`config.mk`:
```
export PLATFORM = sky130hd
export DESIGN_NAME = corona_collision_detector
export DESIGN_NICKNAME = d
export VERILOG_FILES = /design/src/rtl/corona_pkg.sv /design/src/rtl/corona_priority_encoder.sv /design/src/rtl/corona_collision_detector.sv
export SDC_FILE = /design/constraint.sdc
export NUM_CORES = 1
export LEC_CHECK = 0
export ABC_AREA = 1
export CAP_MARGIN = 30
export CORE_ASPECT_RATIO = 1.1
export CORE_MARGIN = 8
export CORE_UTILIZATION = 43
export DETAILED_ROUTE_END_ITERATION = 6
export HOLD_SLACK_MARGIN = 0.03
export PLACE_DENSITY = 0.76
export SLEW_MARGIN = 5
export SYNTH_ARGS = -nofsm -noshare
export SYNTH_HDL_FRONTEND = slang
export SYNTH_SLANG_ARGS = --single-unit
```
`constraint.sdc`:
```
create_clock -name clk -period 1.15 [get_ports clk]
set_input_delay 0.1725 -clock clk [delete_from_list [all_inputs] [get_ports clk]]
set_output_delay 0.1725 -clock clk [all_outputs]
set_load 0.01 [all_outputs]
```
`src/rtl/corona_pkg.sv`:
```
// Shared types and constants for the corona object pipeline: object count,
// the "no corona" index, index/mask types and the collision detector states.
package corona_pkg;

  localparam int NUM_OBJ = 10;
  localparam logic [3:0] NONE_IDX = 4'd15;

  typedef logic [3:0]         obj_idx_t;
  typedef logic [0:NUM_OBJ-1] obj_mask_t;

  typedef enum logic [1:0] {
    WAIT_SOF,
    ARMED,
    PENDING,
    HOLDOFF
  } det_state_t;

endpackage

```
`src/rtl/corona_priority_encoder.sv`:
```
// Combinational fixed-priority encoder: lowest set mask bit wins. Reports
// NONE_IDX with vld_o=0 when the mask is empty.
module corona_priority_encoder
  import corona_pkg::*;
(
  input  obj_mask_t mask_i,
  output obj_idx_t  idx_o,
  output logic      vld_o
);

  // Scan downwards so the lowest set index is the last assignment to stick.
  always_comb begin
    idx_o = NONE_IDX;
    vld_o = 1'b0;
    for (int i = NUM_OBJ - 1; i >= 0; i--) begin
      if (mask_i[i]) begin
        idx_o = obj_idx_t'(i);
        vld_o = 1'b1;
      end
    end
  end

endmodule

```
`src/rtl/corona_collision_detector.sv`:
```
// Frame-synchronous clamp collision detector: latches the first clamp overlap
// of a frame and reports it at the next frame boundary, followed by a frame
// hold-off. Define COLLISION_BORDER_EN to also treat clamp-over-border as a hit.
module corona_collision_detector
  import corona_pkg::*;
#(
  parameter int HOLDOFF_FRAMES = 4
) (
  input  logic               clk,
  input  logic               resetN,
  input  logic               startOfFrame,
  input  logic               clampDrawingRequest,
  input  logic [0:NUM_OBJ-1] coronaDrawingRequest,
  input  logic               borderDrawingRequest,
  output logic               collision,
  output logic [3:0]         collision_clamp_corona,
  output logic               holdoffActive
);

  localparam int CNT_W = (HOLDOFF_FRAMES > 0) ? $clog2(HOLDOFF_FRAMES + 1) : 1;

  if (NUM_OBJ > 15) begin : g_num_obj_check
    $error("NUM_OBJ must be <= 15 so every index fits below NONE_IDX");
  end

  det_state_t       state_q, state_d;
  obj_idx_t         latch_q, latch_d;
  logic [CNT_W-1:0] cnt_q, cnt_d;
  logic             coll_q, coll_d;
  obj_idx_t         idx_q, idx_d;

  obj_mask_t hit_mask;
  obj_idx_t  cor_idx;
  logic      cor_vld;
  logic      border_hit;
  logic      hit;
  obj_idx_t  hit_idx;

  assign hit_mask = coronaDrawingRequest & {NUM_OBJ{clampDrawingRequest}};

  corona_priority_encoder u_prio (
    .mask_i (hit_mask),
    .idx_o  (cor_idx),
    .vld_o  (cor_vld)
  );

`ifdef COLLISION_BORDER_EN
  assign border_hit = clampDrawingRequest & borderDrawingRequest;
`else
  logic unused_border;
  assign unused_border = borderDrawingRequest;
  assign border_hit    = 1'b0;
`endif

  // A corona on the same pixel outranks the border.
  assign hit     = cor_vld | border_hit;
  assign hit_idx = cor_vld ? cor_idx : NONE_IDX;

  always_comb begin
    state_d = state_q;
    latch_d = latch_q;
    cnt_d   = cnt_q;
    coll_d  = 1'b0;
    idx_d   = NONE_IDX;
    case (state_q)
      WAIT_SOF: begin
        if (startOfFrame) state_d = ARMED;
      end
      ARMED: begin
        if (hit) begin
          latch_d = hit_idx;
          state_d = PENDING;
        end
      end
      PENDING: begin
        // The boundary pixel itself is never evaluated: the emit owns it.
        if (startOfFrame) begin
          coll_d  = 1'b1;
          idx_d   = latch_q;
          latch_d = NONE_IDX;
          cnt_d   = CNT_W'(HOLDOFF_FRAMES);
          state_d = (HOLDOFF_FRAMES == 0) ? ARMED : HOLDOFF;
        end
      end
      HOLDOFF: begin
        if (startOfFrame) begin
          if (cnt_q <= CNT_W'(1)) begin
            // Counter expires: this new frame is live from its first pixel.
            cnt_d   = '0;
            state_d = ARMED;
            if (hit) begin
              latch_d = hit_idx;
              state_d = PENDING;
            end
          end else begin
            cnt_d = cnt_q - CNT_W'(1);
          end
        end
      end
      default: state_d = WAIT_SOF;
    endcase
  end

  always_ff @(posedge clk or negedge resetN) begin
    if (!resetN) begin
      state_q <= WAIT_SOF;
      latch_q <= NONE_IDX;
      cnt_q   <= '0;
      coll_q  <= 1'b0;
      idx_q   <= NONE_IDX;
    end else begin
      state_q <= state_d;
      latch_q <= latch_d;
      cnt_q   <= cnt_d;
      coll_q  <= coll_d;
      idx_q   <= idx_d;
    end
  end

  assign collision              = coll_q;
  assign collision_clamp_corona = idx_q;
  assign holdoffActive          = (cnt_q != '0);

endmodule

```
* After elaboration in Yosys (flattened, before gate mapping)
Cells that the tools add are included.
Storage, ports and cells: flip-flop bits (word level) 14, input bits 15, output and inout port bits 6, logic and storage cells 63
Operators by class: add/sub/neg operators 1, order comparisons 1, eq/ne operators 8, mux-type cells 40, bitwise logic cells 1, reduce and logical (&&, ||, !) cells 7
Operators with widths (number):
- $mux 4 | 14
- $mux 3 | 5
- $mux 1 | 12
- $mux 2 | 6
- $pmux 4 s3 | 1
- $and 10x10->10 | 1
- $ne 2x2->1 const B | 5
- $pmux 2 s4 | 1
- $pmux 3 s2 | 1
- $reduce_bool 3->1 | 2
- $reduce_and 5->1 | 1
- $eq 2x2->1 const B | 2
- $reduce_and 4->1 | 1
- $le 3x1->1 const B | 1
- $reduce_and 3->1 | 1
- $sub 3x1->3 const B | 1
- $eq 2x1->1 const B | 1
- $logic_not 2->1 | 1
- $reduce_bool 2->1 | 1

* Depth between registers and ports, before layout
depth after elaboration 15, gate-level depth with buffers 12, mapped depth without buffers 12

* Hierarchy
Synthesis repeated with hierarchy kept, for this count alone.
Second synthesis, totals: cells, all modules 136, area, all modules 1004.7 µm²
Modules (own cells, without submodules):
- corona_collision_detector | times used 1, cells each 109, area each 867.1 µm², sequential area each 360.3 µm²
- corona_priority_encoder | times used 1, cells each 27, area each 137.6 µm², sequential area each 0.0 µm²

* Worst setup path before layout
OpenSTA, ideal clock, no wires.
path kind register -> register, start point register cnt_q[1], end point register latch_q[0], arrival 1.154 ns, slack -0.076 ns, cell stages (with the launch flop) 12, path buffers 0, clock period less this slack 1.226 ns, path through dfrtp_1 inv_1 ha_1 nand2_1 nand3_4 nand2_4 inv_4 nand3_2 inv_2 nand2_1 nand2_1 inv_1
Between the ends: word-level cells in the longest chain between the ends 3
RTL lines:
- from (decl) | RTL line corona_collision_detector.sv:28 | logic [CNT_W-1:0] cnt_q, cnt_d;
- from (signal assigned) | RTL line corona_collision_detector.sv:114 | cnt_q <= cnt_d;
- $le 3x1->1 | RTL line corona_collision_detector.sv:87 | if (cnt_q <= CNT_W'(1)) begin
- $ne 2x2->1 (no line)
- $reduce_and 4->1 (no line)
- to (signal assigned) | RTL line corona_collision_detector.sv:113 | latch_q <= latch_d;
- to (decl) | RTL line corona_collision_detector.sv:27 | obj_idx_t latch_q, latch_d;
Every way passes these cells. A chain may end at the register's enable or synchronous reset.

* Worst setup path in the final report
start point register cnt_q[1], end point register state_q[0]
Between the ends: word-level cells in the longest chain between the ends 3
RTL lines:
- $le 3x1->1 | RTL line corona_collision_detector.sv:87
- $ne 2x2->1 (no line)
- $reduce_and 5->1 (no line)
- to (signal assigned) | RTL line corona_collision_detector.sv:112 | state_q <= state_d;
- to (decl) | RTL line corona_collision_detector.sv:26 | det_state_t state_q, state_d;
Every way passes these cells.

==> run summary <==
The flow ran to the end, but the final reports show violations. The checks that failed: negative setup slack. On the critical path, the stage with the largest delay is an instance of sky130_fd_sc_hd__dfrtp_1. The fraction of layout cells with a size suffix above 1 is around 46%. The post-synthesis async set-or-reset flop share came out at 100%.

The overall track demand over capacity in global routing is 10.6%. Setup repair after global routing could not meet its margin everywhere. The highest metal layer with signal wires is met4. The final-stage net count came out at between 150 and 200. The internal portion of the total power is about 1.7 mW.

The detailed-routing wirelength on met1 came out at about 750 um. The number of buffers and inverters on the critical path is 3. In the final layout, flip-flops and latches occupy roughly 360 um^2. After clock tree synthesis, the clock-pin slew on the worst setup and hold paths is approximately 0.08 ns.

After synthesis, flip-flops and latches occupy 40.2% of the total area. The combined area of the multi-input logic cells came out at 533 um^2. Data arrives at the worst endpoint at about 1.5 ns. Dividing the synthesized area by the synthesized cell count gives ~8 um^2. The worst setup path is captured at a flip-flop. The post-route fraction of the period consumed by the critical path is 118%. The post-detailed-route wirelength per cell came out at 10.9 um. Clock latency on the worst-skew pair, taken at its later pin, is 0.27 ns. The largest driver fanout on the critical path is 3. Measured on the finished design, the core utilization comes to roughly two thirds. The number of setup violations in the final report came out at 10. The number of nets in the synthesized netlist is about 130. The power spent charging and discharging nets came out at approximately 1.1 mW.

The time the worst path needs with I/O delays and setup is between 1 and 1.5 ns. The total placed cells including tap cells came out at about 170. The number of buffers created by CTS came out at 3. For this run, the number of Yosys warnings is 0. The synthesized design spends more area on one cell type than any other, namely sky130_fd_sc_hd__dfstp_2.

Traced cell by cell, the critical path runs through inv_2 -> buf_6 -> ha_4 -> nand2_4 -> nand3_4 -> nand2_4 -> buf_4 -> o21ai_2 -> nand2_1. For this run, the leading register cell type out of synthesis is sky130_fd_sc_hd__dfstp_2. Detailed routing placed a total of roughly 1000 um of wire on met2. The worst setup path is of the flip-flop to flip-flop kind. The number of antenna violations at the first check in global routing came out at 0. The die is about 64 um tall. In this run the tightest slew margin relative to its limit is about three quarters. The number of synthesized flops with an enable pin came out at 0. The wire length of the first global-routing pass came out at 3280 um.

Net switching is between 40% and 50% of the power. The area of the mapped netlist is about 900 um^2. The sum of negative setup slack came out at -1.35 ns. In this design, the stage delay of the slowest critical-path cell is about 0.4 ns. The detailed-route vias per instance is roughly 4.6.

The post-route clock skew came out at between 0.006 and 0.007 ns. The proportion of netlist area held by the largest area contributor came out at a little under a quarter. The remaining global-route overflow is 0. In this run the tool buffered the top-level ports with 19 buffer cells. The commonest cells after synthesis are 30 x sky130_fd_sc_hd__nand2_1, 20 x sky130_fd_sc_hd__inv_1, 9 x sky130_fd_sc_hd__nor2_1, 8 x sky130_fd_sc_hd__dfstp_2.

In this run the power density over the cells is approximately 2100 nW/um^2. The area growth from synthesis to final layout is 50.5%. The number of core rows came out at 17. By area the synthesized netlist is led by sky130_fd_sc_hd__dfstp_2 23%, sky130_fd_sc_hd__dfrtp_1 17%, sky130_fd_sc_hd__nand2_1 13%.

The detail route stage leaves a number of antenna-violating nets equal to 0. The count of different cell masters after synthesis is 27. The number of sinks driven by the clock tree is 14. The leakage power total is around 0.66 nW.

The share of power burned in combinational logic came out at between 50% and 60%. The final setup slack of the worst path came out at -0.210 ns. Clock tree synthesis selected as its root buffer the cell sky130_fd_sc_hd__clkbuf_4. The maximum number of pins on one net before global-route repair came out at 15. The initial core utilization came out at ~45%.

The total count of hold-check failures in the final report is 0. The peak supply drop came out at ~1.1 mV. From left edge to right edge, the die measures 59.6 um. The post-synthesis sequential element count is 14.

The finished cells cover 1350 um^2. After detailed placement, the total cell area comes to between 1000 and 1500 um^2. The power share of the sequential group came out at between 20 and 30%. TritonCTS built the clock tree. The detailed router finished its first iteration with 14 violations. At the end of routability-driven placement, the weighted congestion stood at about 0.84. The worst setup timing slack at the placement stage came out at -0.579 ns. The portion of total power attributed to the clock network came out at between 10% and 20%.

The number of placed I/O pins is 21. The area of the placeable core came out at between 1500 and 2000 um^2. The number of iterations in the first detailed-routing pass came out at 4. The final worst hold slack came out at between 0.2 and 0.25 ns. The number of standard cells after synthesis came out at around 110.

For this block, the routed nets add up to between 1500 and 2000 um of wire. The data required time at the worst endpoint is roughly 1.3 ns. The area enclosed by the die boundary is approximately 3800 um^2. The total design power is about 2.8 mW. The pin slew with the least headroom to its limit is about 0.35 ns. The HPWL after detailed placement came out at between 1000 and 1500 um. The cell that appears most often on the critical path is sky130_fd_sc_hd__nand2_4. The via count of the first global-routing pass came out at ~840. The cell with the most instances after synthesis is sky130_fd_sc_hd__nand2_1. The amount of wire on met3 after detailed routing is ~110 um. The fill cell total of the finished layout is 172. The longest clock path from root to sink contains 2 buffers. The worst setup path is launched from a flip-flop. The antenna diode count came out at 0. The remaining design rule violation count came out at 0. The path class of the tightest hold or removal check is primary input to asynchronous set/reset pin.

The number of max-capacitance violations reported is 0. Once layout is complete, the cells apart from fillers number 180. The maximum clock frequency is around 0.74 GHz. The final-report max-slew violation count came out at 0. In this run the number of H-tree levels came out at 1.

Grouping stages by cell kind, the critical path spends the most delay in flip-flops. The routed layout has 823 vias.
## cell families (layout without fill, tap and decap cells)
family	Yosys count	in the layout	share of synthesized area [%]
xor+xnor	1	1	0.976
simple gates	58	58	33.5
fa+ha+maj	3	3	4.18
flops	14	14	40.2
buf+inv	24	62	11.2
compound gates	14	14	10.0
## registers in the layout, indices dropped and copies added (netlist names)
name,cells
state_q,2
latch_q,4
collision_clamp_corona,4
collision,1
cnt_q,3
## per-layer routing
layer  vias to the layer above  global-route usage, %
li1                        422                      -
met1                       370                   10.7
met2                        24                   19.9
met3                         7                   2.80
met4                         0                   3.58
met5                         -                      0
## power by group through the flow
stage / logic [mW] / clock network (mW) / registers (mW)
floorplan: 0.868 / 0 / 0.864
global placement: 1.38 / 0 / 0.824
detailed placement: 1.42 / 0 / 0.828
CTS: 1.48 / 0.344 / 0.819
global route: 1.84 / 0.362 / 0.849
finish: 1.69 / 0.334 / 0.822
## what timing repair did
item | in CTS | in global routing
pin swaps | 5 | 13
resized for setup | 31 | 15
hold buffers | 0 | 0
buffers inserted | 1 | 3
setup endpoints to repair | 15 | 11
## cell type report
type	count	area share (%)
clock buffers	4	2.69
inverters	23	6.77
multi-input cells	76	39.5
flip-flops and latches	14	26.7
well taps	28	2.60
repair buffers	35	21.8
## cells in the final DEF, fill, tap and decap left out, drive strengths merged, types with 2 or more instances in the layout
master         count
nand2             37
inv               23
buf               21
clkdlybuf4s50     12
nor2              11
dfstp              8
nand3              7
a21oi              7
dfrtp              6
clkbuf             4
o21ai              4
ha                 3
dlygate4sd2        2
## worst paths after layout
kind / from / endpoint / slack, ns / cells after the start
setup reg to reg: cnt_q[1] / state_q[0] / -0.21 / 9
setup / recovery: cnt_q[1] / state_q[0] / -0.21 / 9
max in group asynchronous: resetN / collision_clamp_corona[3] / 0.70 / 2
min in group clk: latch_q[0] / collision_clamp_corona[0] / 0.49 / 2
hold / removal: resetN / cnt_q[0] / 0.21 / 2
hold reg to reg: latch_q[0] / collision_clamp_corona[0] / 0.49 / 2
Power figures use the tool's default switching activity.
